## config.mk

```make
export PLATFORM = sky130hd
export DESIGN_NAME = router_ctrl_fsm_flat
export DESIGN_NICKNAME = d
export VERILOG_FILES = /design/src/rtl/router_pkg.sv /design/src/rtl/router_ctrl_fsm_if.sv /design/src/rtl/router_ctrl_fsm.sv /design/src/flat_wrapper.sv
export SDC_FILE = /design/constraint.sdc
export NUM_CORES = 1
export LEC_CHECK = 0
export ABC_AREA = 1
export CORE_AREA = 2 2 42 44
export DETAILED_ROUTE_END_ITERATION = 10
export DIE_AREA = 0 0 44 46
export GPL_ROUTABILITY_DRIVEN = 1
export PLACE_DENSITY_LB_ADDON = 0.12
export SLEW_MARGIN = 20
export SYNTH_ARGS = -nofsm -noshare
export SYNTH_HDL_FRONTEND = slang
export SYNTH_SLANG_ARGS = --single-unit
```

## constraint.sdc

```tcl
create_clock -name clock -period 1.25 [get_ports clock]
set_clock_uncertainty 0.2 [all_clocks]
set_input_delay 0.1875 -clock clock [delete_from_list [all_inputs] [get_ports clock]]
set_output_delay 0.1875 -clock clock [all_outputs]
set_load 0.005 [all_outputs]
```

## src/rtl/router_pkg.sv

```systemverilog
// Shared types and constants for the 1x3 router input-side control.
package router_pkg;

  localparam int          NUM_PORTS    = 3;
  localparam logic [1:0]  ADDR_INVALID = 2'b11;

  typedef enum logic [2:0] {
    DECODE_ADDRESS     = 3'd0,
    WAIT_TILL_EMPTY    = 3'd1,
    LOAD_FIRST_DATA    = 3'd2,
    LOAD_DATA          = 3'd3,
    FIFO_FULL_STATE    = 3'd4,
    LOAD_AFTER_FULL    = 3'd5,
    LOAD_PARITY        = 3'd6,
    CHECK_PARITY_ERROR = 3'd7
  } router_state_t;

  // Select one of the per-FIFO status bits; the invalid address selects nothing.
  function automatic logic port_sel(logic [NUM_PORTS-1:0] v, logic [1:0] idx);
    logic r;
    r = 1'b0;
    case (idx)
      2'd0:    r = v[0];
      2'd1:    r = v[1];
      2'd2:    r = v[2];
      default: r = 1'b0;
    endcase
    return r;
  endfunction

endpackage

```

## src/rtl/router_ctrl_fsm_if.sv

```systemverilog
// Control-side signal bundle between the router FSM and its neighbours.
interface router_ctrl_fsm_if #(
  parameter int ADDR_W = 2
);
  logic              pkt_valid;
  logic [ADDR_W-1:0] data_in;
  logic              fifo_full;
  logic              fifo_empty_0;
  logic              fifo_empty_1;
  logic              fifo_empty_2;
  logic              soft_reset_0;
  logic              soft_reset_1;
  logic              soft_reset_2;
  logic              parity_done;
  logic              low_pkt_valid;

  logic              detect_add;
  logic              lfd_state;
  logic              ld_state;
  logic              laf_state;
  logic              full_state;
  logic              write_enb_reg;
  logic              rst_int_reg;
  logic              busy;

  modport master (
    output pkt_valid, data_in, fifo_full,
    output fifo_empty_0, fifo_empty_1, fifo_empty_2,
    output soft_reset_0, soft_reset_1, soft_reset_2,
    output parity_done, low_pkt_valid,
    input  detect_add, lfd_state, ld_state, laf_state, full_state,
    input  write_enb_reg, rst_int_reg, busy
  );

  modport slave (
    input  pkt_valid, data_in, fifo_full,
    input  fifo_empty_0, fifo_empty_1, fifo_empty_2,
    input  soft_reset_0, soft_reset_1, soft_reset_2,
    input  parity_done, low_pkt_valid,
    output detect_add, lfd_state, ld_state, laf_state, full_state,
    output write_enb_reg, rst_int_reg, busy
  );
endinterface

```

## src/rtl/router_ctrl_fsm.sv

```systemverilog
// Packet-level control FSM: header decode, drain wait, payload/full-stall, parity.
module router_ctrl_fsm
  import router_pkg::*;
#(
  parameter int ADDR_W = 2
) (
  input  logic                clock,
  input  logic                reset,
  router_ctrl_fsm_if.slave    bus
);

  router_state_t          state, nxt;
  logic [1:0]             addr_q;
  logic [1:0]             hdr_addr;
  logic [NUM_PORTS-1:0]   empty_vec, srst_vec;
  logic                   hdr_ok, hdr_empty, sel_empty, sel_srst;

  assign hdr_addr  = bus.data_in[1:0];
  assign empty_vec = {bus.fifo_empty_2, bus.fifo_empty_1, bus.fifo_empty_0};
  assign srst_vec  = {bus.soft_reset_2, bus.soft_reset_1, bus.soft_reset_0};
  assign hdr_ok    = bus.pkt_valid && (hdr_addr != ADDR_INVALID);
  // Header decode looks at the live address; later states use the latched one.
  assign hdr_empty = port_sel(empty_vec, hdr_addr);
  assign sel_empty = port_sel(empty_vec, addr_q);
  assign sel_srst  = port_sel(srst_vec, addr_q);

  always_ff @(posedge clock) begin
    if (reset) begin
      state  <= DECODE_ADDRESS;
      addr_q <= 2'd0;
    end else begin
      state <= nxt;
      if (state == DECODE_ADDRESS && hdr_ok) addr_q <= hdr_addr;
    end
  end

  always_comb begin
    nxt = state;
    case (state)
      DECODE_ADDRESS:
        if (hdr_ok) nxt = hdr_empty ? LOAD_FIRST_DATA : WAIT_TILL_EMPTY;
      WAIT_TILL_EMPTY:
        if (sel_empty) nxt = LOAD_FIRST_DATA;
      LOAD_FIRST_DATA:
        nxt = LOAD_DATA;
      LOAD_DATA:
        if (bus.fifo_full)       nxt = FIFO_FULL_STATE;
        else if (!bus.pkt_valid) nxt = LOAD_PARITY;
      FIFO_FULL_STATE:
        if (!bus.fifo_full) nxt = LOAD_AFTER_FULL;
      LOAD_AFTER_FULL:
        if (bus.parity_done)        nxt = DECODE_ADDRESS;
        else if (bus.low_pkt_valid) nxt = LOAD_PARITY;
        else                        nxt = LOAD_DATA;
      LOAD_PARITY:
        nxt = CHECK_PARITY_ERROR;
      CHECK_PARITY_ERROR:
        nxt = bus.fifo_full ? FIFO_FULL_STATE : DECODE_ADDRESS;
      default:
        nxt = DECODE_ADDRESS;
    endcase
    // A timeout on the selected FIFO abandons the packet in flight.
    if (state != DECODE_ADDRESS && sel_srst) nxt = DECODE_ADDRESS;
  end

  always_comb begin
    bus.detect_add    = 1'b0;
    bus.lfd_state     = 1'b0;
    bus.ld_state      = 1'b0;
    bus.laf_state     = 1'b0;
    bus.full_state    = 1'b0;
    bus.write_enb_reg = 1'b0;
    bus.rst_int_reg   = 1'b0;
    bus.busy          = 1'b1;
    case (state)
      DECODE_ADDRESS:     begin bus.detect_add = 1'b1; bus.busy = 1'b0; end
      WAIT_TILL_EMPTY:    ;
      LOAD_FIRST_DATA:    bus.lfd_state = 1'b1;
      LOAD_DATA:          begin bus.ld_state = 1'b1; bus.write_enb_reg = 1'b1; bus.busy = 1'b0; end
      FIFO_FULL_STATE:    bus.full_state = 1'b1;
      LOAD_AFTER_FULL:    begin bus.laf_state = 1'b1; bus.write_enb_reg = 1'b1; end
      LOAD_PARITY:        bus.write_enb_reg = 1'b1;
      CHECK_PARITY_ERROR: bus.rst_int_reg = 1'b1;
      default:            ;
    endcase
  end

endmodule

```

## src/flat_wrapper.sv

```systemverilog
// flat-port wrapper written by rule: the top's interface ports become plain ports
module router_ctrl_fsm_flat import router_pkg::*;
#(
  parameter int ADDR_W = 2
)
  (clock, reset, bus_pkt_valid, bus_data_in, bus_fifo_full, bus_fifo_empty_0, bus_fifo_empty_1, bus_fifo_empty_2, bus_soft_reset_0, bus_soft_reset_1, bus_soft_reset_2, bus_parity_done, bus_low_pkt_valid, bus_detect_add, bus_lfd_state, bus_ld_state, bus_laf_state, bus_full_state, bus_write_enb_reg, bus_rst_int_reg, bus_busy);
  router_ctrl_fsm_if #(.ADDR_W(ADDR_W)) bus_i ();
  input  logic clock;
  input  logic reset;
  input wire logic [$bits(bus_i.pkt_valid)-1:0] bus_pkt_valid;
  input wire logic [$bits(bus_i.data_in)-1:0] bus_data_in;
  input wire logic [$bits(bus_i.fifo_full)-1:0] bus_fifo_full;
  input wire logic [$bits(bus_i.fifo_empty_0)-1:0] bus_fifo_empty_0;
  input wire logic [$bits(bus_i.fifo_empty_1)-1:0] bus_fifo_empty_1;
  input wire logic [$bits(bus_i.fifo_empty_2)-1:0] bus_fifo_empty_2;
  input wire logic [$bits(bus_i.soft_reset_0)-1:0] bus_soft_reset_0;
  input wire logic [$bits(bus_i.soft_reset_1)-1:0] bus_soft_reset_1;
  input wire logic [$bits(bus_i.soft_reset_2)-1:0] bus_soft_reset_2;
  input wire logic [$bits(bus_i.parity_done)-1:0] bus_parity_done;
  input wire logic [$bits(bus_i.low_pkt_valid)-1:0] bus_low_pkt_valid;
  output wire logic [$bits(bus_i.detect_add)-1:0] bus_detect_add;
  output wire logic [$bits(bus_i.lfd_state)-1:0] bus_lfd_state;
  output wire logic [$bits(bus_i.ld_state)-1:0] bus_ld_state;
  output wire logic [$bits(bus_i.laf_state)-1:0] bus_laf_state;
  output wire logic [$bits(bus_i.full_state)-1:0] bus_full_state;
  output wire logic [$bits(bus_i.write_enb_reg)-1:0] bus_write_enb_reg;
  output wire logic [$bits(bus_i.rst_int_reg)-1:0] bus_rst_int_reg;
  output wire logic [$bits(bus_i.busy)-1:0] bus_busy;
  assign bus_i.pkt_valid = bus_pkt_valid;
  assign bus_i.data_in = bus_data_in;
  assign bus_i.fifo_full = bus_fifo_full;
  assign bus_i.fifo_empty_0 = bus_fifo_empty_0;
  assign bus_i.fifo_empty_1 = bus_fifo_empty_1;
  assign bus_i.fifo_empty_2 = bus_fifo_empty_2;
  assign bus_i.soft_reset_0 = bus_soft_reset_0;
  assign bus_i.soft_reset_1 = bus_soft_reset_1;
  assign bus_i.soft_reset_2 = bus_soft_reset_2;
  assign bus_i.parity_done = bus_parity_done;
  assign bus_i.low_pkt_valid = bus_low_pkt_valid;
  assign bus_detect_add = bus_i.detect_add;
  assign bus_lfd_state = bus_i.lfd_state;
  assign bus_ld_state = bus_i.ld_state;
  assign bus_laf_state = bus_i.laf_state;
  assign bus_full_state = bus_i.full_state;
  assign bus_write_enb_reg = bus_i.write_enb_reg;
  assign bus_rst_int_reg = bus_i.rst_int_reg;
  assign bus_busy = bus_i.busy;
  router_ctrl_fsm #(.ADDR_W(ADDR_W)) u_core (.clock(clock), .reset(reset), .bus(bus_i));
endmodule
```

==> flow_summary.json, run 1 <==
{
  "viasPerCell": 4.913,
  "placedCellCount": 141,
  "powerDensity_nw_per_um2": 2059,
  "max_stage_delay_ps": 360,
  "end_kind": "primary output",
  "reg2reg_slack_ps": -230,
  "power.static_leakage_nw": 0.5988,
  "number_of_synthesized_flops_with_an_enable_pin": 0,
  "synthToLayoutAreaGrowth_pct": 113.8,
  "post-synth-top-count-cell": "nand2_1",
  "path_delay_family": "flip-flops",
  "drv_cap": 0,
  "synthFlopType": "dfxtp_1",
  "cts_buf_count": 3,
  "core.rowCount": 15,
  "final-setup-viol-count": 13,
  "insertedDiodeCount": 0,
  "clock_sinks": 5,
  "yosysTopAreaCellShare": 0.1786,
  "timing.critical_path.required_ps": 860,
  "avgRoutedWirePerCell_um": 12.76,
  "post_synth.cell_area_avg_um2": 6.298,
  "hp-start": "u_core.state[1]",
  "grt_start_max_net_pins": 6,
  "remaining_overflow_grt": 0,
  "ys_seq_elements": 5,
  "netlist_instances": 89,
  "synth-warning-count": 0,
  "grt.total_usage": 0.1962,
  "critical_path_class": "reg2out",
  "drt_pass1_iterations": 4,
  "post-dp-hpwl_um": 1218,
  "crit_slowest_cell": "dfxtp_4",
  "async_reset_ff_frac": 0,
  "min_delay_path_depth": 2,
  "timing.max_slew.rel_slack": 0.8563,
  "syn-num-nets": 103,
  "timing_worst_slew_pin_value_ps": 214.8,
  "crit_path_cell_trace": "nor2_4, buf_6, nand2_4, nand2_2, inv_1, buf_2",
  "route.antenna.remaining_nets": 0,
  "routabilityCongestion": 0.7593,
  "remaining_drc_errors": 0,
  "post_synth_num_cell_types": 20,
  "cts-root-to-sink-buffers": 2,
  "timing.critical_path.fanout_max": 4,
  "vdd.ir_drop.worst_mv": 1.014,
  "synthTopCellsByArea": "dfxtp_1 18%, nand3_1 15%, nand2_1 13%",
  "io_pins": 22,
  "numPortBuffers": 21,
  "timing.final.crit_period_ps": 1500,
  "worstHoldPathType": "reg2reg",
  "drt_first_iter_violations": 11,
  "fraction_of_final_layout_cells_sized_beyond_drive_strength_1": 0.5972,
  "timing.hold.worst_endpoint": "u_core.state[1]",
  "die_w_um": 44,
  "synth.largest_area_cell": "dfxtp_1",
  "design.core.area_um2": 1614,
  "ys_seq_area_frac": 0.1786,
  "vias_in_the_first_global_route": 690,
  "crit-reg2reg-capture": "u_core.state[0]",
  "tritoncts": "done",
  "insertion_delay_ps": 240,
  "final_number_of_hold_violating_endpoints": 0,
  "detail_route.wirelength_um": 2055,
  "start_util": 0.3473,
  "finish.cell_count_without_fillers": 161,
  "grt_setup_unrepaired": "true",
  "violated_checks": "setup timing",
  "startpoint_type": "register",
  "cts.htree.levels": 1,
  "start_of_the_worst_register_to_register_path": "u_core.state[0]",
  "worst-r2r-cell-count": 8,
  "layout.nets": 159,
  "run_status": "complete, but fails checks",
  "netlist_area_pre_place_um2": 560.5,
  "finalInstanceArea_um2": 1199,
  "num_vias": 791,
  "final_core_utilization": 0.7426,
  "slew_violations": 0,
  "critical_path_arrival_ps": 1110,
  "antenna_found_initial": 0,
  "timing.final.crit_share": 1.200,
  "netlist_top_cells_count": "20 x nand2_1, 17 x nand3_1, 10 x nor2_1",
  "setup_ws_ps": -250.1,
  "fp.dieArea_um2": 2024,
  "critical_path_buf_inv_count": 3,
  "clk_pin_slew_ps": 50,
  "clock_tree.root_cell": "clkbuf_4",
  "postPlaceCellArea_um2": 894.6,
  "die_h_um": 46,
  "grt_pass1_wl_um": 2898,
  "timing.fmax_mhz": 666.6
}
placed cells by master, fill, tap and decap left out, types with 4 or more instances in the layout:
| master | instances |
|---|---|
| nand2_1 | 15 |
| clkdlybuf4s50_1 | 13 |
| nand3_1 | 10 |
| inv_2 | 4 |
| nand2_2 | 5 |
| buf_2 | 6 |
| nand3_4 | 6 |
| inv_1 | 8 |
| buf_6 | 13 |
| buf_4 | 21 |
| nor2_4 | 4 |
| nor2_2 | 5 |
| nor2_1 | 7 |
| nand3_2 | 5 |
worst min-delay path, stage by stage (launching register included):
cell and delay (ps):
dfxtp_4 370, nor2_1 60, nor2_2 80
logic make-up (layout without fill, tap and decap cells):
| logic type | count (synthesis) | after routing | synth area share |
|---|---|---|---|
| AND/OR/NAND/NOR | 63 | 63 | 0.6205 |
| flip-flops | 5 | 5 | 0.1786 |
| buffers and inverters | 16 | 71 | 0.1406 |
| AO/OA/AOI/OAI | 5 | 5 | 0.06026 |
how the worst max path moves through the flow:
stage / cells past startpoint / endpoint / startpoint
2_1_floorplan: 9 / u_core.state[1] / u_core.state[0]
3_3_place_gp: 3 / bus_write_enb_reg / u_core.state[0]
3_5_place_dp: 3 / bus_write_enb_reg / u_core.state[0]
4_1_cts: 6 / bus_busy / u_core.state[0]
5_1_grt: 8 / u_core.state[2] / u_core.state[1]
6_report: 6 / bus_busy / u_core.state[1]
through the flow:
stage / hold slack (ps) / TNS, ps / worst slack, ps / power (mW)
floorplan: 65.97 / -54.03 / -42.89 / 1.034
global placement: 369.5 / -4328 / -420.4 / 1.566
detailed placement: 370.9 / -4561 / -459.0 / 1.572
CTS: 359.1 / -2384 / -239.6 / 2.198
global route: 365.9 / -3190 / -308.6 / 2.610
finish: 351.5 / -2617 / -250.1 / 2.468
power breakdown:
part / leakage, nW / switching, mW / internal (mW)
Sequential: 0.0432 / 0.0880 / 0.234
Combinational: 0.541 / 0.920 / 1.04
Clock: 0.0150 / 0.0681 / 0.121
Total: 0.599 / 1.08 / 1.39
routing by layer:
| layer | share of wire | track usage | wire [um] | vias up |
|---|---|---|---|---|
| met5 | 0 | 0 | 0 | - |
| met1 | 0.42 | 0.2324 | 859 | 365 |
| met2 | 0.52 | 0.3676 | 1066 | 26 |
| li1 | - | - | - | 392 |
| met4 | 0.027 | 0.05455 | 56 | 0 |
| met3 | 0.035 | 0.02381 | 72 | 8 |
registers in the layout (all words and copies together), names as in the netlist:
name / flops
u_core.state: 3
u_core.addr_q: 2
timing repair:
item / CTS / global route
hold buffers: 0 / 0
setup endpoints to repair: 13 / 13
pin swaps: 13 / 6
gates resized for setup: 68 / 12
setup buffers: 17 / 3
layout make-up:
type	instances	area, um2
Clock buffer	4	26.28
Fill cell	131	415.4
Inverter	14	60.06
Multi-Input combinational cell	68	515.5
Sequential cell	5	111.4
Tap cell	17	21.27
Timing Repair Buffer	53	464.2
Note: power is estimated with default switching activity, not from simulation.
==> run 2, diff against run 1 <==
==> constraint.sdc (replaced) <==
create_clock -name clock -period 1.25 [get_ports clock]
set_clock_uncertainty 0.2 [all_clocks]
set_input_delay 0.25 -clock clock [delete_from_list [all_inputs] [get_ports clock]]
set_output_delay 0.25 -clock clock [all_outputs]
set_load 0.005 [all_outputs]
==> flow_summary.json, run 2 (same netlist as run 1, synthesis figures left out) <==
{
  "largest_register_ff_count": 3,
  "timing.fmax_mhz": 660.7,
  "clock_sinks": 5,
  "fraction_of_final_layout_cells_sized_beyond_drive_strength_1": 0.5612,
  "cts_buf_count": 3,
  "slew_violations": 0,
  "remaining_overflow_grt": 0,
  "routabilityCongestion": 0.7674,
  "viasPerCell": 4.853,
  "critical_path_class": "reg2out",
  "timing.final.crit_share": 1.211,
  "start_util": 0.3473,
  "timing_worst_slew_pin_value_ps": 206.6,
  "num_vias": 757,
  "cts.htree.levels": 1,
  "critical_path_arrival_ps": 1060,
  "grt.total_usage": 0.1918,
  "numPortBuffers": 21,
  "largest_registers": "u_core.state x3, u_core.addr_q x2",
  "largest-register": "u_core.state",
  "clk_pin_slew_ps": 40,
  "grt_start_max_net_pins": 8,
  "remaining_drc_errors": 0,
  "setup_ws_ps": -263.5,
  "finalInstanceArea_um2": 1126,
  "powerDensity_nw_per_um2": 2009,
  "avgRoutedWirePerCell_um": 11.52,
  "final_number_of_hold_violating_endpoints": 0,
  "post-dp-hpwl_um": 1222,
  "insertion_delay_ps": 240,
  "vdd.ir_drop.worst_mv": 1.090,
  "synthToLayoutAreaGrowth_pct": 100.9,
  "startpoint_type": "register",
  "route.antenna.remaining_nets": 0,
  "postPlaceCellArea_um2": 887.1,
  "drt_pass1_iterations": 6,
  "worstHoldPathType": "in2reg",
  "drv_cap": 0,
  "tritoncts": "done",
  "antenna_found_initial": 0,
  "core.rowCount": 15,
  "timing.critical_path.fanout_max": 4,
  "mostFrequentLayoutCell": "buf_4",
  "grt_pass1_wl_um": 2856,
  "clock_tree.root_cell": "clkbuf_4",
  "timing.hold.ws_ps": 368.2,
  "cts-root-to-sink-buffers": 2,
  "run_status": "complete, but fails checks",
  "drt_first_iter_violations": 7,
  "final-setup-viol-count": 13,
  "timing.critical_path.required_ps": 800,
  "design.core.area_um2": 1614,
  "grt_setup_unrepaired": "true",
  "timing.max_slew.rel_slack": 0.8618,
  "io_pins": 22,
  "end_kind": "primary output",
  "power.static_leakage_nw": 0.5616,
  "layout.nets": 154,
  "die_w_um": 44,
  "fp.dieArea_um2": 2024,
  "violated_checks": "setup timing",
  "timing.final.crit_period_ps": 1514,
  "most_used_cells_in_the_layout_excluding_fill_and_tap_cells": "20 x buf_4, 15 x nand2_1, 12 x nand3_1, 11 x clkdlybuf4s50_1, 9 x buf_6",
  "vias_in_the_first_global_route": 732,
  "insertedDiodeCount": 0,
  "die_h_um": 46,
  "detail_route.wirelength_um": 1797
}
-- run 2: area by class of cell --
type	count	area, um2
Sequential cell	5	111.4
Clock buffer	4	26.28
Inverter	14	55.05
Fill cell	139	488.0
Multi-Input combinational cell	68	503.0
Tap cell	17	21.27
Timing Repair Buffer	48	409.1
-- run 2: path summary, 6_finish.rpt --
check	from	endpoint	slack, ps	cells after the start
max	u_core.state[1]	bus_write_enb_reg	-260	4
min	bus_data_in[0]	u_core.addr_q[0]	370	4
max reg2reg	u_core.state[1]	u_core.state[0]	-230	8
min reg2reg	u_core.addr_q[1]	u_core.addr_q[1]	390	2
-- run 2: power by group --
group          internal, mW  switching [mW]  total (mW)
sequential            0.234           0.107       0.341
combinational         0.919           0.813        1.73
clock                 0.121          0.0683       0.189
-- run 2: metal layers --
layer	share of wire	global-route usage
met3	0.039	0.02778
met2	0.56	0.3853
met4	0.012	0.06061
met5	0	0
met1	0.39	0.2009
-- run 2: metrics by stage --
step / std cells / worst slack, ps / util / TNS, ps / total power, mW
after floorplan: 89 / -42.89 / - / -54.03 / 1.034
after global placement: 140 / -483.2 / 0.5496 / -5108 / 1.539
after detailed placement: 140 / -498.9 / 0.5496 / -5301 / 1.544
after CTS: 154 / -257.7 / 0.6543 / -2457 / 2.110
after global routing: 156 / -313.9 / 0.6977 / -3125 / 2.407
final: 156 / -263.5 / 0.6977 / -2542 / 2.262
-- run 2: what timing repair did --
item                                    CTS  global route
hold buffers                              0             0
endpoints found under the setup margin   13            13
pin swaps                                11             4
gates resized for setup                  62            13
setup buffers                            10             2
-- run 2: worst max-delay path: stages, from the launching register on --
cell	delay, ps
dfxtp_4	390
buf_6	120
nand3b_1	110
nand3_2	80
buf_2	110
==> run 3, diff against run 2 <==
CAP_MARGIN = 20   (was not set)
==> results of run 3 <==
No change in the layout: final DEF, timing and power equal those of run 2.
